## config.mk

```make
export PLATFORM = sky130hd
export DESIGN_NAME = regfile_param
export DESIGN_NICKNAME = d
export VERILOG_FILES = /design/src/rtl/regfile_param.sv
export SDC_FILE = /design/constraint.sdc
export NUM_CORES = 2
export LEC_CHECK = 0
export CAP_MARGIN = 15
export CORE_ASPECT_RATIO = 1.4
export CORE_UTILIZATION = 35
export CTS_CLUSTER_SIZE = 16
export DETAILED_ROUTE_END_ITERATION = 8
export RECOVER_POWER = 50
export SLEW_MARGIN = 40
export SYNTH_ARGS = -nofsm -noshare
export SYNTH_HDL_FRONTEND = slang
export SYNTH_SLANG_ARGS = --single-unit
```

## constraint.sdc

```tcl
create_clock -name clock -period 6.8 [get_ports clock]
set_input_delay 1.36 -clock clock [delete_from_list [all_inputs] [get_ports clock]]
set_output_delay 1.36 -clock clock [all_outputs]
set_load 0.02 [all_outputs]
```

## src/rtl/regfile_param.sv

```systemverilog
// Parameterised multi-read-port register file with optional hardwired zero
// register, write-to-read forwarding, a written-entry bitmap and a saturating write counter.
module regfile_param #(
  parameter int DATA_W   = 32,
  parameter int ADDR_W   = 5,
  parameter int NUM_RD   = 2,
  parameter int ZERO_REG = 1,
  parameter int BYPASS   = 1
) (
  input  logic                       clock,
  input  logic                       ctrl_reset,
  input  logic                       ctrl_writeEnable,
  input  logic [ADDR_W-1:0]          ctrl_writeReg,
  input  logic [DATA_W-1:0]          data_writeReg,
  input  logic [NUM_RD*ADDR_W-1:0]   ctrl_readReg,
  output logic [NUM_RD*DATA_W-1:0]   data_readReg,
  output logic [(1<<ADDR_W)-1:0]     wr_strobe,
  output logic [(1<<ADDR_W)-1:0]     reg_valid,
  output logic [15:0]                wr_count
);

  localparam int   DEPTH   = 1 << ADDR_W;
  localparam logic ZERO_EN = (ZERO_REG != 0);
  localparam logic BYP_EN  = (BYPASS != 0);
  localparam logic [DEPTH-1:0] VALID_RST = {{(DEPTH-1){1'b0}}, ZERO_EN};

  logic [DATA_W-1:0] mem [DEPTH];
  logic              zero_addr_wr;
  logic              commit;

  assign zero_addr_wr = ZERO_EN && (ctrl_writeReg == '0);
  assign commit       = ctrl_writeEnable && !ctrl_reset && !zero_addr_wr;

  // One-hot decode built as a barrel shift of the commit bit, one stage per address bit.
  logic [DEPTH-1:0] dec_stage [ADDR_W+1];

  assign dec_stage[0] = {{(DEPTH-1){1'b0}}, commit};

  for (genvar s = 0; s < ADDR_W; s++) begin : g_dec
    assign dec_stage[s+1] = ctrl_writeReg[s] ? (dec_stage[s] << (1 << s)) : dec_stage[s];
  end

  assign wr_strobe = dec_stage[ADDR_W];

  always_ff @(posedge clock) begin
    if (ctrl_reset) begin
      for (int i = 0; i < DEPTH; i++) begin
        mem[i] <= '0;
      end
    end else if (commit) begin
      mem[ctrl_writeReg] <= data_writeReg;
    end
  end

  always_ff @(posedge clock) begin
    if (ctrl_reset) begin
      reg_valid <= VALID_RST;
    end else begin
      reg_valid <= reg_valid | wr_strobe;
    end
  end

  always_ff @(posedge clock) begin
    if (ctrl_reset) begin
      wr_count <= '0;
    end else if (commit && (wr_count != 16'hFFFF)) begin
      wr_count <= wr_count + 16'd1;
    end
  end

  // Zero-register masking is applied last so it also overrides a forwarded write to r0.
  for (genvar k = 0; k < NUM_RD; k++) begin : g_rd
    logic [ADDR_W-1:0] raddr;
    logic [DATA_W-1:0] rdata;

    assign raddr = ctrl_readReg[k*ADDR_W +: ADDR_W];

    always_comb begin
      rdata = mem[raddr];
      if (BYP_EN && commit && (raddr == ctrl_writeReg)) begin
        rdata = data_writeReg;
      end
      if (ZERO_EN && (raddr == '0)) begin
        rdata = '0;
      end
    end

    assign data_readReg[k*DATA_W +: DATA_W] = rdata;
  end

endmodule

```

==> flow_summary.toml <==
[run_status]
run_status = "finished, violations left"
violations = "capacitance limit, slew limit"

[timing]
fin_tns_setup_ns = 0
final_max_slew_viol_count = 906
slew_headroom_pct = -180.9
setup_viol = 0
skew_ns = 0.009582
rsz0062_at_grt = "no"
fmax_ghz = 0.1511
tightest_slew_ns = 4.213
fin_ws_ns = 0.1801
min_period_ns = 6.620
hold_viol = 0
post-route-period-util_pct = 97.35

[power]
p_comb_share_pct = 14.2
p_per_area_mw_per_mm2 = 246.9
swShare_pct = 25.95
vdd_drop_max_uv = 201.7
internal-power_mw = 12.04
finalPower_mw = 16.26
leakagePower_nw = 22.26
seqPwrFrac_pct = 47.6
clkPwrFrac_pct = 38.2
p_switching_mw = 4.221

[placed_design]
hpwl_um = 132300
dp_slack_ns = 0.7879
numPortBuffers = 192
place_congestion = 0.8794

[cells_and_area]
fillCellCount = 14870
final_util_pct = 40.54
layout-drive-gt1-share_pct = 23.20
area_delta_synth_final_pct = 15.01
nets = 4096

[critical_path]
crit_top_cell = "buf_4"
cp_max_fo = 55
start_kind = "input pin"
critical-path-top-delay-family = "buffers and inverters"
worstSetupPathType = "input pin to flop"
cp_cell_sequence = "buf_4, clkbuf_1, buf_4, or2_2, buf_4"
cp-end-kind = "flop"
cp_num_buf_inv = 4
cp_data_arrival_time_ns = 7.04
slowest_delay_ns = 2.97
cp.required_ns = 7.22
critPathSlowestCell = "clkbuf_1"

[yosys]
synth_top_area_share_pct = 53.69
synthCells = 3889
yosysTopAreaCell = "edfxtp_1"
async_flop_share_pct = 0
synth-seq-cells = 1072
synth.area.mux_share_pct = 22.52
yosys.area_share.simple_pct = 13.92
synth-adder-area-share_pct = 0.02185
synth_seq_area_share_pct = 55.36
netlist_top_cells_area = "edfxtp_1 54%, mux4_2 19%, and2_1 10%"
synth_compound_area_share_pct = 4.485
yosysWarnings = 0
synth_top_family_by_area = "multiplexers"
synth_area_per_cell_sq_um = 14.73
synth-edff-count = 1024
dominantRegCellSynth = "edfxtp_1"
syn_area_sq_mm = 0.05728
synth_xor_area_share_pct = 0.2294
yosysUniqueCellTypes = 62

[run]
cap_violations = 30

[drt]
vias_per_cell = 6.109
drtIter0Drc = 5118
ant_nets = 0
wire_per_inst_um = 34.31
routed_wl_um = 215200
drc = 0
vias = 38330
firstDrtPassIters = 6

[clock_network]
clockRootBuffer = "clkbuf_16"
cts_made_buffers = 113
holdBufCountCts = 0
ctsResizeCount = 0
clk_path_buf_depth = 3
worstSkewPairLatency_ns = 0.75
htreeDepth = 3
cts_tree = "done"
clock_sinks = 1072
clk_pin_slew_worst_paths_ns = 0.06
post_cts_buffers = 0

[floorplanning]
die_w_um = 343.9
die_area_sq_mm = 0.1653
ios = 194
die_y_um = 480.7
rows = 175
core_area_sq_mm = 0.1625
start_util_pct = 35.25

[grt]
grt_pass1_wl_um = 296700
grtUsageTotal_pct = 25.78
grt_pass1_vias = 38470
grt_max_degree = 91
grt_antenna_before_repair = 25
overflow = 0

[worst_hold_path]
hp-class = "flop to flop"
[through the flow]
stage,instances,hold WS [ns],cell area (sq um)
6_report,6274,0.4433,65870
5_1_grt,6264,0.4617,65850
4_1_cts,6261,0.4546,66130
3_5_place_dp,6053,0.4341,62520
3_3_place_gp,6051,0.4259,62470
2_1_floorplan,3921,0.5555,57400
[power groups by stage]
stage	Sequential (mW)	Combinational, mW	Clock (mW)
CTS	7.74	2.28	6.24
finish	7.74	2.31	6.21
detailed placement	7.88	2.27	0
floorplan	7.81	1.31	0
global placement	7.85	2.27	0
global route	7.78	2.36	6.47
[layout by cell type, fill, tap and decap left out, types with 33 or more instances in the layout]
cell type	instances
nor3_1	56
dlygate4sd3_1	50
nand2_1	51
dfxtp_1	48
clkbuf_1	75
conb_1	33
and2_1	650
nor2_1	107
and2_0	299
edfxtp_1	1024
a21oi_1	55
a211oi_1	56
o21ai_0	41
a221o_1	54
clkbuf_16	117
buf_12	33
buf_4	185
mux4_2	489
mux2i_1	174
clkdlybuf4s50_1	105
a221oi_1	49
nor2b_1	37
[cell families (layout without fill, tap and decap cells)]
family	count (synthesis)	count (layout)
muxes	676	676
adders and majority gates	1	1
and+or+nand+nor	1348	1348
other	1	45
AOI/OAI and AO/OA	344	344
xor gates and xnor gates	15	15
DFF	1072	1072
buffers and inverters	432	649
[routing by layer]
| layer | wire (um) | share of wire (%) | track usage, % |
|---|---|---|---|
| met3 | 24080 | 11 | 5.735 |
| met4 | 12690 | 5.9 | 13.81 |
| met5 | 130 | 0.060 | 0 |
| met1 | 79480 | 37 | 33.17 |
| met2 | 98860 | 46 | 40.47 |
[worst paths after layout]
kind	end	from	cells past startpoint	slack [ns]
max	mem[2][14]	ctrl_reset	5	0.18
min	reg_valid[0]	reg_valid[0]	1	0.44
max reg2reg	wr_count[13]	wr_count[7]	6	4.35
min reg2reg	reg_valid[0]	reg_valid[0]	1	0.44
[Yosys cell counts, types with 15 or more instances]
cell type / count
o31ai_1: 15
a22oi_1: 20
nand2_1: 52
mux2i_1: 175
nor2b_1: 39
buf_6: 27
dfxtp_1: 48
or2_2: 34
nor4_1: 15
a211o_1: 15
a21oi_1: 55
edfxtp_1: 1024
a211oi_1: 65
nor2_1: 122
buf_4: 25
nor3_1: 58
a221o_1: 54
o21ai_0: 41
clkbuf_1: 306
and2_1: 948
buf_1: 15
a221oi_1: 49
mux4_2: 489
buf_2: 48
nor3b_1: 18
[worst register-to-register path: stages, from the launching register on]
cell and delay, ns:
dfxtp_1 0.42, and4_1 0.29, nand3_1 0.35, o31ai_1 0.35, clkbuf_1 0.49, or4_1 0.20, a21oi_1 0.05
[flip-flops by register name, indices dropped and copies added, names as in the netlist]
name,count
mem,1024
reg_valid,32
wr_count,16
[cell type report]
cell class / instances / area [sq um] / area share (%)
well taps: 2124 / 2658 / 4.034
multi-input cells: 2417 / 23930 / 36.33
clock inverters: 54 / 504.2 / 0.7655
diodes: 12 / 30.03 / 0.04559
clock buffers: 154 / 3107 / 4.716
inverters: 11 / 46.29 / 0.07028
flip-flops and latches: 1072 / 31710 / 48.14
repair buffers: 430 / 3886 / 5.900
(Power assumes the default switching activity.)
